`config.mk`:
```
export PLATFORM = sky130hd
export DESIGN_NAME = alu_shift_seq
export DESIGN_NICKNAME = d
export VERILOG_FILES = /design/src/rtl/alu_pkg.sv /design/src/rtl/alu_shift_step.sv /design/src/rtl/alu_shift_seq.sv
export SDC_FILE = /design/constraint.sdc
export NUM_CORES = 1
export LEC_CHECK = 0
export CORE_MARGIN = 5
export CORE_UTILIZATION = 46
export DETAILED_ROUTE_END_ITERATION = 10
export GPL_TIMING_DRIVEN = 0
export PLACE_DENSITY = 0.77
export SETUP_SLACK_MARGIN = 0.1
export SYNTH_ARGS = -nofsm -noshare
export SYNTH_HDL_FRONTEND = slang
export SYNTH_SLANG_ARGS = --single-unit
```
`constraint.sdc`:
```
create_clock -name clk -period 1.7 [get_ports clk]
set_input_delay 0.34 -clock clk [delete_from_list [all_inputs] [get_ports clk]]
set_output_delay 0.34 -clock clk [all_outputs]
set_load 0.05 [all_outputs]
```
`src/rtl/alu_pkg.sv`:
```
// Shared encodings for the sequential shift unit: mode codes and FSM states.
package alu_pkg;

  localparam logic [1:0] MODO_LSL = 2'b00;
  localparam logic [1:0] MODO_LSR = 2'b01;
  localparam logic [1:0] MODO_ASR = 2'b10;
  localparam logic [1:0] MODO_ROL = 2'b11;

  typedef enum logic [1:0] {
    IDLE  = 2'd0,
    SHIFT = 2'd1,
    DONE  = 2'd2
  } alu_state_e;

endpackage

```
`src/rtl/alu_shift_step.sv`:
```
// Combinational partial shifter: moves val_i by 0..PASO positions in one of four modes.
// ALU_SHIFT_STICKY_EN adds out_or_o, the OR of every bit pushed out of the word.
module alu_shift_step
  import alu_pkg::*;
#(
  parameter int ancho = 4,
  parameter int PASO  = 1,
  localparam int SW   = $clog2(PASO + 1)
) (
  input  logic [ancho-1:0] val_i,
  input  logic [SW-1:0]    amt_i,
  input  logic [1:0]       mode_i,
  input  logic             fill_i,
  output logic [ancho-1:0] res_o,
`ifdef ALU_SHIFT_STICKY_EN
  output logic             out_or_o,
`endif
  output logic             carry_o
);

  logic [ancho-1:0] tmp;
  logic             cy;
  logic             acc;

  // Unrolled single-bit steps; the last bit to leave is the carry.
  always_comb begin
    tmp = val_i;
    cy  = 1'b0;
    acc = 1'b0;
    for (int i = 0; i < PASO; i++) begin
      if (SW'(i) < amt_i) begin
        case (mode_i)
          MODO_LSL: begin
            cy  = tmp[ancho-1];
            tmp = {tmp[ancho-2:0], fill_i};
          end
          MODO_LSR: begin
            cy  = tmp[0];
            tmp = {fill_i, tmp[ancho-1:1]};
          end
          MODO_ASR: begin
            cy  = tmp[0];
            tmp = {tmp[ancho-1], tmp[ancho-1:1]};
          end
          default: begin
            cy  = tmp[ancho-1];
            tmp = {tmp[ancho-2:0], tmp[ancho-1]};
          end
        endcase
        if (mode_i != MODO_ROL) acc = acc | cy;
      end
    end
    res_o   = tmp;
    carry_o = cy;
  end

`ifdef ALU_SHIFT_STICKY_EN
  assign out_or_o = acc;
`endif

endmodule

```
`src/rtl/alu_shift_seq.sv`:
```
// Multi-cycle shift unit: IDLE -> SHIFT (PASO bits per edge) -> DONE with start/busy/done.
// ALU_SHIFT_STICKY_EN builds the sticky accumulator; otherwise sticky is tied low.
module alu_shift_seq
  import alu_pkg::*;
#(
  parameter int ancho = 4,
  parameter int PASO  = 1
) (
  input  logic             clk,
  input  logic             rst_n,
  input  logic             start,
  input  logic [ancho-1:0] a,
  input  logic [ancho-1:0] b,
  input  logic [1:0]       mode,
  input  logic             aluflagin,
  output logic             busy,
  output logic             done,
  output logic [ancho-1:0] aluresult,
  output logic             aluflags,
  output logic             zero,
  output logic             sticky,
  output alu_state_e       state_dbg
);

  localparam int CW = $clog2(ancho + 1);
  localparam int SW = $clog2(PASO + 1);
  localparam logic [ancho-1:0] ANCHO_V = ancho'(ancho);
  localparam logic [CW-1:0]    PASO_C  = CW'(PASO);

  // Handshake: start is taken only in IDLE; busy covers SHIFT; done pulses one cycle in DONE.
  alu_state_e       state_q, state_d;
  logic [CW-1:0]    rem_q, rem_d, n_eff;
  logic [ancho-1:0] val_q, val_d;
  logic [1:0]       mode_q, mode_d;
  logic             fill_q, fill_d;
  logic             carry_q, carry_d;
  logic             zero_q, zero_d;
  logic [SW-1:0]    step_amt;
  logic [ancho-1:0] step_res;
  logic             step_carry;

  always_comb begin
    if (mode == MODO_ROL) n_eff = CW'(b % ANCHO_V);
    else if (b >= ANCHO_V) n_eff = CW'(ANCHO_V);
    else n_eff = CW'(b);
  end

  always_comb begin
    if (rem_q > PASO_C) step_amt = SW'(PASO);
    else step_amt = SW'(rem_q);
  end

`ifdef ALU_SHIFT_STICKY_EN
  logic sticky_q, sticky_d, step_or;

  alu_shift_step #(.ancho(ancho), .PASO(PASO)) u_step (
    .val_i(val_q), .amt_i(step_amt), .mode_i(mode_q), .fill_i(fill_q),
    .res_o(step_res), .out_or_o(step_or), .carry_o(step_carry)
  );

  always_comb begin
    sticky_d = sticky_q;
    if (state_q == IDLE && start) sticky_d = 1'b0;
    else if (state_q == SHIFT) sticky_d = sticky_q | step_or;
  end

  always_ff @(posedge clk or negedge rst_n) begin
    if (!rst_n) sticky_q <= 1'b0;
    else sticky_q <= sticky_d;
  end

  assign sticky = sticky_q;
`else
  alu_shift_step #(.ancho(ancho), .PASO(PASO)) u_step (
    .val_i(val_q), .amt_i(step_amt), .mode_i(mode_q), .fill_i(fill_q),
    .res_o(step_res), .carry_o(step_carry)
  );

  assign sticky = 1'b0;
`endif

  always_comb begin
    state_d = state_q;
    rem_d   = rem_q;
    val_d   = val_q;
    mode_d  = mode_q;
    fill_d  = fill_q;
    carry_d = carry_q;
    zero_d  = zero_q;
    case (state_q)
      IDLE: begin
        if (start) begin
          val_d   = a;
          mode_d  = mode;
          fill_d  = aluflagin;
          rem_d   = n_eff;
          carry_d = 1'b0;
          zero_d  = (a == '0);
          state_d = (n_eff == '0) ? DONE : SHIFT;
        end
      end
      SHIFT: begin
        val_d   = step_res;
        carry_d = step_carry;
        zero_d  = (step_res == '0);
        rem_d   = rem_q - CW'(step_amt);
        if (rem_q <= PASO_C) state_d = DONE;
      end
      DONE:    state_d = IDLE;
      default: state_d = IDLE;
    endcase
  end

  always_ff @(posedge clk or negedge rst_n) begin
    if (!rst_n) begin
      state_q <= IDLE;
      rem_q   <= '0;
      val_q   <= '0;
      mode_q  <= MODO_LSL;
      fill_q  <= 1'b0;
      carry_q <= 1'b0;
      zero_q  <= 1'b0;
    end else begin
      state_q <= state_d;
      rem_q   <= rem_d;
      val_q   <= val_d;
      mode_q  <= mode_d;
      fill_q  <= fill_d;
      carry_q <= carry_d;
      zero_q  <= zero_d;
    end
  end

  assign busy      = (state_q == SHIFT);
  assign done      = (state_q == DONE);
  assign aluresult = val_q;
  assign aluflags  = carry_q;
  assign zero      = zero_q;
  assign state_dbg = state_q;

endmodule
```
; ---- Yosys cells after proc, flatten, opt, wreduce, memory -nomap -nowiden
; Index checks and enable logic that the tools add are counted.
[op_classes]
addsub = 1
magnitude_cmp = 4
n_eq_ne = 7
mux = 19
n_reduce_logical = 10
[ops]
columns = op, n
row1 = 4-bit one-hot mux with 3 select lines, 1
row2 = 3-bit two-way mux, 3
row3 = 4-bit logical NOT, 2
row4 = 4-bit two-way mux, 2
row5 = 4-bit one-hot mux with 2 select lines, 1
row6 = 2-bit == test (second input constant), 3
row7 = 2-bit two-way mux, 3
row8 = 3-bit one-hot mux with 2 select lines, 1
row9 = 2-bit AND reduction, 3
row10 = 1-bit two-way mux, 5
row11 = 2-bit by 1-bit == test with 1-bit output (second input constant), 2
row12 = 4-bit by 3-bit greater-or-equal comparator with 1-bit output (second input constant), 1
row13 = 2-bit logical NOT, 2
row14 = 1-bit one-hot mux with 2 select lines, 2
row15 = 2-bit one-hot mux with 2 select lines, 1
row16 = 3-bit by 1-bit greater-than comparator with 1-bit output (second input constant), 1
row17 = 3-bit by 1-bit <= comparator with 1-bit output (second input constant), 1
row18 = 3-bit logical NOT, 1
row19 = 3-bit by 1-bit subtractor with 3-bit output, 1
row20 = 2-bit by 1-bit != test with 1-bit output (second input constant), 1
row21 = 2-bit != test (second input constant), 1
row22 = 2-bit nonzero test, 1
row23 = 2-bit OR reduction, 1
row24 = 1-bit less-than comparator (first input constant), 1
[word_totals]
register_bits = 14
inputBits = 14
out_inout_bits = 11
elab_cells = 48

; ---- Longest topological paths before layout
[depth]
ltp_word = 7
depth_mapped = 7

; ---- Cells and area by module
; Synthesis repeated with hierarchy kept, for this count alone.
[unflattened]
hier_cells = 103
area_unflattened_um2 = 909.6
[modules_own_cells]
columns = mod, instances, cells_each, area_per_inst_um2, seq_area_each_um2
row1 = alu_shift_seq, 1, 76, 706.9, 350.3
row2 = alu_shift_step, 1, 27, 202.7, 0.0

; ---- Worst setup path after synthesis
; Ideal clock, no wire load.
[synth_path]
path_type = register to output
startpoint = register state_q[0], in the netlist state_dbg[0]
endpoint = output done
arrival_ns = 1.548
t_required_ns = 1.360
setup_slack_ns = -0.188
stages_incl_launch_ff = 3
n_path_buf = 1
path_cell_list = dfrtp_1 -> buf_2 -> nor2_1
[synth_via]
elab_chain_len = 1
[synth_lines]
columns = item, line_no
row1 = from (decl), alu_shift_seq.sv:31  ; alu_state_e state_q, state_d;
row2 = from (signal assigned), alu_shift_seq.sv:124  ; state_q <= state_d;
row3 = 2-bit == test, alu_shift_seq.sv:135  ; assign done = (state_q == DONE);
row4 = to (decl), alu_shift_seq.sv:17  ; output logic done,
; Every way passes these cells.

; ---- Worst setup path in the final report
[layout_path]
startpoint = register mode_q[1]
endpoint = register zero_q, in the netlist zero
[layout_via]
elab_chain_len = 5
[layout_lines]
columns = item, line_no
row1 = from (decl), alu_shift_seq.sv:34  ; logic [1:0] mode_q, mode_d;
row2 = from (signal assigned), alu_shift_seq.sv:127  ; mode_q <= mode_d;
row3 = "2-bit == test, or another cell as far along", alu_shift_step.sv:32  ; case (mode_i)
row4 = 4-bit one-hot mux with 3 select lines (*), alu_shift_step.sv:32
row5 = 4-bit two-way mux (*), alu_shift_step.sv:31  ; if (SW'(i) < amt_i) begin
row6 = 4-bit logical NOT (*), alu_shift_seq.sv:105  ; zero_d = (step_res == '0);
row7 = 1-bit one-hot mux with 2 select lines (*), alu_shift_seq.sv:90  ; case (state_q)
row8 = to (signal assigned), alu_shift_seq.sv:130  ; zero_q <= zero_d;
row9 = to (decl), alu_shift_seq.sv:37  ; logic zero_q, zero_d;
; Every way passes the cells marked *; elsewhere a longest branch is shown, timed or not.
; A chain may end at the register's enable or synchronous reset.

==> out/qor.log <==
INFO  outcome        outcome=finished, final reports clean
INFO  yosys          synth_top_area_cell=sky130_fd_sc_hd__dfrtp_1
INFO  pwr            power.internal=0.00147W
INFO  setup_path     cpPeakStageDelay=0.43ns
INFO  setup_path     cell_by_cell_trace_of_the_critical_path=inv_2 -> ha_4 -> nor2_2 -> or3b_4 -> a31oi_4 -> nand4bb_1 -> a2bb2oi_2
INFO  setup_path     crit_end=zero
INFO  timing         max-slew-margin-rel=53.8%
INFO  pwr            swShare=51.1%
INFO  placement      numPortBuffers=23
INFO  yosys          synth.yosys.seq_area_share=39.3%
INFO  placement      gp_congestion=0.922
INFO  setup_path     worst_setup_path_start_kind=flip-flop
INFO  cts            numClockSinks=14
INFO  setup_path     timing.rr.start=mode_q[1]
INFO  timing         report.final.hold_viol_count=0
INFO  die            floorplan.initialDensity=46.9%
INFO  setup_path     rr_worst_depth=7
INFO  yosys          combined_area_of_all_synthesized_cells=892um^2
INFO  yosys          synth_enable_flop_cells=0
INFO  global_route   initial_antenna_violation_count=0
INFO  yosys          synth_fp_nets=120
INFO  setup_path     cp-end-kind=flip-flop
INFO  pwr            switchingPower=0.00153W
INFO  cts            worstSkewPairLatency=0.29ns
INFO  yosys          synth_register_bits=14
INFO  finish         sequential_cell_area=354um^2
INFO  setup_path     timing_worst_setup_path_type=flip-flop to flip-flop
INFO  yosys          yosys.area.top_type_share=39.3%
INFO  cts            cts.reportedPaths.clkPinSlew=0.09ns
INFO  routing        detailedRoute.firstIterationViolations=30
INFO  die            io_pins=25
INFO  finish         multiInputGateArea=572um^2
INFO  global_route   grt_pass1_vias=867
INFO  pwr            pwr-share-clk=8.5%
INFO  global_route   grt_start_max_net_pins=15
INFO  yosys          synth.top_cells.by_area=sky130_fd_sc_hd__dfrtp_1, sky130_fd_sc_hd__ha_1, sky130_fd_sc_hd__o21ai_0
INFO  pwr            share_seq_of_total_power=23.6%
INFO  finish         fin_nets=153
INFO  pwr            ir_drop=0.00112V
INFO  timing         clock-skew-final=0.00131ns
INFO  die            std_cell_rows=16
INFO  finish         drive_gt1_share=33.8%
INFO  cts            tritoncts_clock_tree=done
INFO  die            die_area=0.00292mm^2
INFO  setup_path     worst_ep_arrival_time=1.79ns
INFO  timing         finalCriticalPeriod=1.61ns
INFO  pwr            p_comb_share=67.9%
INFO  finish         area_delta_synth_final=46.3%
INFO  setup_path     endpoint_of_the_worst_slack_reg_to_reg_timing_path=zero
INFO  placement      dp.final_hpwl=1690um
INFO  routing        firstDrtPassIters=4
INFO  timing         setup_viol=0
INFO  routing        wl_per_cell=15.4um
INFO  pwr            p_leak=0.545nW
INFO  timing         finalHoldWorstSlack=0.459ns
INFO  setup_path     worst_path_dominant_cell_family=simple AND/OR/NAND/NOR gates
INFO  cts            cts.root.buffer_cell=sky130_fd_sc_hd__clkbuf_4
INFO  timing         max_slew.worst_pin.slew=0.691ns
INFO  global_route   grt_first_pass_wirelength=4000um
INFO  setup_path     timing.critical_path.slowest_stage_cell=sky130_fd_sc_hd__dfrtp_1
INFO  cts            cts_max_path_buffers=2
INFO  routing        via_count=907
INFO  yosys          synth_warnings=0
INFO  routing        routed_via_density=5.67
INFO  yosys          ys_types=36
INFO  yosys          asyncSetResetFlopFracSynth=100%
INFO  pwr            post-layout-total-power=0.00300W
INFO  yosys          syn_avg_cell_area=8.83um^2
INFO  cts            cts_made_buffers=3
INFO  setup_path     worstSetupPathDepth=7
INFO  routing        antenna_violating_nets_post_route=0
INFO  setup_path     cp_required=1.88ns
INFO  global_route   grt_remaining_overflow=0
INFO  setup_path     crit_path_start=mode_q[1]
INFO  timing         layout_worst_path_cycle_share=94.6%
INFO  finish         insertedDiodeCount=0
INFO  timing         final-max-slew-violation-count=0
INFO  pwr            pwr_density_cell=2300mW/mm^2
INFO  timing         clock.fmax=622MHz
INFO  setup_path     regToRegSetupSlack=0.09ns
INFO  run            cap_viol_max_count=0
INFO  die            floorplan.die.height=54.0um
INFO  timing         rsz0062_at_grt=yes
INFO  yosys          syn_inst=101
INFO  yosys          synthFlopType=sky130_fd_sc_hd__dfrtp_1
INFO  cts            htree_num_levels=1
INFO  finish         fillerInstances=152
INFO  die            die_width=54.0um
INFO  global_route   global_route.usage.total=19.4%
INFO  routing        drc=0
INFO  setup_path     critical_path.n_buffers_inverters=1
INFO  die            core_area=0.00190mm^2
INFO  routing        finalWirelength=2470um
INFO  min_path       timing.hold.worst.class=primary input to async pin
INFO  setup_path     cp_max_fo=3
-- layer usage --
metal | track usage (%) | wire length (um) | up-vias
li1 | - | - | 437
met1 | 24.0 | 1070 | 426
met2 | 32.3 | 1200 | 37
met3 | 2.77 | 145 | 7
met4 | 10.4 | 46 | 0
met5 | 0 | 0 | -
-- final cells by class --
cell class	instances	area share, %
sequential	14	27.1
tap	27	2.59
inverter	6	1.92
timing repair buffer	28	19.9
buffer	3	1.82
multi-input combinational	78	43.8
clock buffer	4	2.78
-- worst register-to-register path, stage by stage (launching register included) --
cell	delay [ns]
sky130_fd_sc_hd__dfrtp_1	0.43
sky130_fd_sc_hd__inv_2	0.12
sky130_fd_sc_hd__ha_4	0.16
sky130_fd_sc_hd__nor2_2	0.04
sky130_fd_sc_hd__or3b_4	0.38
sky130_fd_sc_hd__a31oi_4	0.15
sky130_fd_sc_hd__nand4bb_1	0.16
sky130_fd_sc_hd__a2bb2oi_2	0.06
-- synth_stat cells, types with 2 or more instances --
master / n
sky130_fd_sc_hd__a211oi_1: 2
sky130_fd_sc_hd__ha_1: 5
sky130_fd_sc_hd__a21oi_1: 7
sky130_fd_sc_hd__nand2_1: 8
sky130_fd_sc_hd__o21ai_0: 11
sky130_fd_sc_hd__o22a_1: 2
sky130_fd_sc_hd__o21ai_1: 4
sky130_fd_sc_hd__a31oi_1: 2
sky130_fd_sc_hd__nor3_1: 3
sky130_fd_sc_hd__inv_1: 5
sky130_fd_sc_hd__dfrtp_1: 14
sky130_fd_sc_hd__o22ai_1: 4
sky130_fd_sc_hd__nor2_1: 11
-- power groups by stage --
stage | clock [W] | combinational, W | sequential [W]
3_5_place_dp | 0 | 0.00173 | 0.000709
2_1_floorplan | 0 | 0.000971 | 0.000975
4_1_cts | 0.000255 | 0.00188 | 0.000709
5_1_grt | 0.000265 | 0.00221 | 0.000732
6_report | 0.000253 | 0.00203 | 0.000708
3_3_place_gp | 0 | 0.00169 | 0.000697
-- cell families (layout without fill, tap and decap cells) --
group,count (synthesis),count (layout),share of synthesized area (%)
AO/OA/AOI/OAI,42,42,31.0
AND/OR/NAND/NOR,29,29,15.8
multiplexers,1,1,1.26
other,1,1,0.420
buffers and inverters,9,41,5.19
flip-flops,14,14,39.3
adder cells (fa/ha/maj),5,5,7.01
-- worst min path at each step --
| stage | from | to | slack (ns) | cells past startpoint |
|---|---|---|---|---|
| after floorplan | rst_n | aluflags | 0.04 | 0 |
| after global placement | state_dbg[1] | state_dbg[0] | 0.47 | 1 |
| after detailed placement | state_dbg[1] | state_dbg[0] | 0.47 | 1 |
| after CTS | rst_n | aluresult[3] | 0.46 | 1 |
| after global routing | rst_n | aluresult[3] | 0.51 | 1 |
| final | rst_n | mode_q[1] | 0.46 | 1 |
-- through the flow --
stage	area (um^2)	utilization, %	setup TNS, ns	setup WS (ns)	cells
after CTS	1270	67.0	0	0.0967	157
after detailed placement	1170	61.4	-1.14	-0.270	151
after global routing	1310	68.6	0	0.0197	160
after floorplan	903	-	0	0.122	101
final	1310	68.6	0	0.0923	160
after global placement	1170	61.4	-0.968	-0.272	151
-- state kept, by name (all words and copies together), names as in the netlist --
register,cells
aluresult,4
rem_q,3
mode_q,2
fill_q,1
state_dbg,2
aluflags,1
zero,1
-- layout by cell type, fill, tap and decap left out, types with 2 or more instances in the layout --
| cell type | count |
|---|---|
| sky130_fd_sc_hd__a21oi_1 | 6 |
| sky130_fd_sc_hd__buf_4 | 4 |
| sky130_fd_sc_hd__buf_6 | 4 |
| sky130_fd_sc_hd__clkbuf_2 | 5 |
| sky130_fd_sc_hd__clkbuf_4 | 3 |
| sky130_fd_sc_hd__clkdlybuf4s50_1 | 13 |
| sky130_fd_sc_hd__dfrtp_1 | 11 |
| sky130_fd_sc_hd__dfrtp_2 | 3 |
| sky130_fd_sc_hd__dlygate4sd2_1 | 2 |
| sky130_fd_sc_hd__ha_1 | 2 |
| sky130_fd_sc_hd__ha_4 | 2 |
| sky130_fd_sc_hd__inv_1 | 2 |
| sky130_fd_sc_hd__inv_2 | 3 |
| sky130_fd_sc_hd__nand2_1 | 8 |
| sky130_fd_sc_hd__nor2_1 | 8 |
| sky130_fd_sc_hd__nor2_2 | 3 |
| sky130_fd_sc_hd__nor3_1 | 3 |
| sky130_fd_sc_hd__o21ai_0 | 8 |
| sky130_fd_sc_hd__o21ai_1 | 6 |
| sky130_fd_sc_hd__o22a_1 | 2 |
| sky130_fd_sc_hd__o22ai_1 | 4 |
-- repair_timing --
| item | in CTS | in global routing |
|---|---|---|
| pin swaps | 3 | 5 |
| buffers inserted | 2 | 3 |
| hold buffers | 0 | 0 |
| gates resized for setup | 41 | 14 |
| endpoints found under the setup margin | 13 | 14 |
Power figures use the tool's default switching activity.
==> variant, RTL diff (config.mk and constraints unchanged) <==
The option `ALU_SHIFT_STICKY_EN` is turned on by a define.
--- a/src/rtl/alu_shift_step.sv
+++ b/src/rtl/alu_shift_step.sv
@@ -2,2 +2,4 @@
 // ALU_SHIFT_STICKY_EN adds out_or_o, the OR of every bit pushed out of the word.
+`define ALU_SHIFT_STICKY_EN
+
 module alu_shift_step
Formal check against the unedited RTL: not equivalent (Yosys sat finds a counterexample within 4 cycles, from zero or initial values and one cycle with rst_n low).
==> variant against the unedited design <==
- utilization fell by 5.9 points
- total power fell by 11%
- sequential cell count rose by 1
- via count fell by 9.6%
- routed wire length fell by 16%
- hold slack improved by 0.010 ns
- area after synthesis rose by 0.98%
- design area fell by 7.6%
- worst setup slack improved by 0.066 ns
- clock skew rose by 0.0027 ns
- synthesized cell count fell by 5.0%
- largest power group unchanged
==> variant: results (changes against the unedited design) <==
- Dpl cell area: 1180 µm² (was 1170 µm²)
- Overall Global Routing Usage: 16.1% (was 19.4%)
- First-pass GRT wire length: 3430 µm (was 4000 µm)
- Yosys synthesis warning count: 0 (unchanged)
- Reg2reg start: mode_q[0] (was mode_q[1])
- Maximum VDD drop: 1130 µV (was 1120 µV)
- Leak: 0.510 nW (was 0.545 nW)
- DP HPWL: 1610 µm (was 1690 µm)
- R2r setup slk: 0.18 ns (was 0.09 ns)
- Critical path fanouts, max: 5 (was 3)
- Post-synthesis sequential area ratio: 41.7% (was 39.3%)
- Setup Buffers After CTS: 0 (was 2)
- DR pass1 iterations: 4 (unchanged)
- Num CTS Buffers: 3 (unchanged)
- Filler Cell Count: 181 (was 152)
- Clk_skew: 0.00399 ns (was 0.00131 ns)
- Least-Margin Pin Slew: 0.701 ns (was 0.691 ns)
- Most frequent cells after synthesis: dfrtp_1, nand2_1, o21ai_0 (was dfrtp_1, nor2_1, o21ai_0)
- Yosys cell types: 33 (was 36)
- Outcome: finished clean (unchanged)
- Number of global-route vias before repair: 789 (was 867)
- WL final: 2070 µm (was 2470 µm)
- FF-to-FF path depth: 7 (unchanged)
- CP max stage delay: 0.53 ns (was 0.43 ns)
- Antenna violations before repair: 0 (unchanged)
- Total Nets Final: 144 (was 153)
- Hold slack: 0.469 ns (was 0.459 ns)
- Worst path top cell family by delay: buffers and inverters (was simple AND/OR/NAND/NOR gates)
- Diodes inserted: 0 (unchanged)
- Initial DRC Count: 22 (was 30)
- Dpl cells: 147 (was 151)
- Vias after detailed routing: 820 (was 907)
- Root Driver: clkbuf_4 (unchanged)
- RR Endpoint: zero (unchanged)
- H-tree Lvls: 1 (unchanged)
- Final weighted congestion in routability-driven placement: 0.753 (was 0.922)
- Slowest CP cell: dlygate4sd2_1 (was dfrtp_1)
- Worst-case clock buffer depth: 2 (unchanged)
- I/O Buffers: 24 (was 23)
- Syn_area_per_cell: 9.38 µm² (was 8.83 µm²)
- Largest net degree at the start of global routing: 16 (was 15)
- Vias per std cell: 5.43 (was 5.67)
- Hold Path Class: in2async (unchanged)
- Synth Net Count: 115 (was 120)
- Max reg flops: 4 (unchanged)
- Layout cell share with drive strength beyond 1: 21.8% (was 33.8%)
- Synth top area cells: dfrtp_1, ha_1, o21ai_0, nand2_1, a21oi_1 (was dfrtp_1, ha_1, o21ai_0, nor2_1, a21oi_1)
- Arrival @ worst endpoint: 1.20 ns (was 1.79 ns)
-- variant: worst max path at each step --
stage                       from            to  slack (ns)  depth (start not counted)
floorplan           state_dbg[1]      rem_q[2]        0.10                          5
global placement    state_dbg[1]          busy       -0.24                          3
detailed placement  state_dbg[1]          busy       -0.24                          3
CTS                 state_dbg[0]  state_dbg[0]        0.09                          1
global route           mode_q[0]          zero        0.06                          7
finish              state_dbg[1]  state_dbg[1]        0.16                          1
-- variant: per-layer routing --
| metal | wire [µm] | vias to the layer above | share of wire [%] | GRT usage, % |
|---|---|---|---|---|
| met4 | 27 | 0 | 1.3 | 3.73 |
| met3 | 109 | 4 | 5.3 | 3.27 |
| met1 | 942 | 385 | 45 | 20.9 |
| li1 | - | 410 | - | - |
| met2 | 993 | 21 | 48 | 27.3 |
| met5 | 0 | - | 0 | 0 |
-- variant: power breakdown --
group	internal [mW]	switching, mW
logic	0.639	1.07
clock network	0.0912	0.112
registers	0.539	0.216
-- variant: repair_timing --
action                     in CTS  in global routing
setup endpoints to repair      11                  8
resized for setup              25                 12
pin swaps                       0                  1
-- variant: cell type report --
| cell class | count | area [µm²] | share of cell area, % |
|---|---|---|---|
| timing repair buffer | 24 | 219 | 18.2 |
| clock buffer | 4 | 26.3 | 2.18 |
| tap | 27 | 33.8 | 2.80 |
| inverter | 6 | 26.3 | 2.18 |
| sequential | 15 | 378 | 31.3 |
| buffer | 3 | 30.0 | 2.49 |
| multi-input combinational | 72 | 493 | 40.9 |
-- variant: cells by family (layout without fill, tap and decap cells) --
kind of cell,count (synthesis),count (layout),share of synthesized area [%]
AOI/OAI and AO/OA,35,35,25.4
xor gates and xnor gates,1,1,0.972
adders and majority gates,5,5,6.94
buffers and inverters,9,37,5.83
DFF,15,15,41.7
muxes,2,2,2.36
and+or+nand+nor,29,29,16.8
-- variant: stage by stage --
step / utilization (%) / setup WS [ns] / TNS [ns] / power [mW]
floorplan: - / 0.105 / 0 / 1.99
global placement: 61.6 / -0.236 / -0.239 / 2.44
detailed placement: 61.6 / -0.237 / -0.237 / 2.47
CTS: 63.1 / 0.0897 / 0 / 2.64
global route: 62.8 / 0.0575 / 0 / 2.89
finish: 62.8 / 0.159 / 0 / 2.66
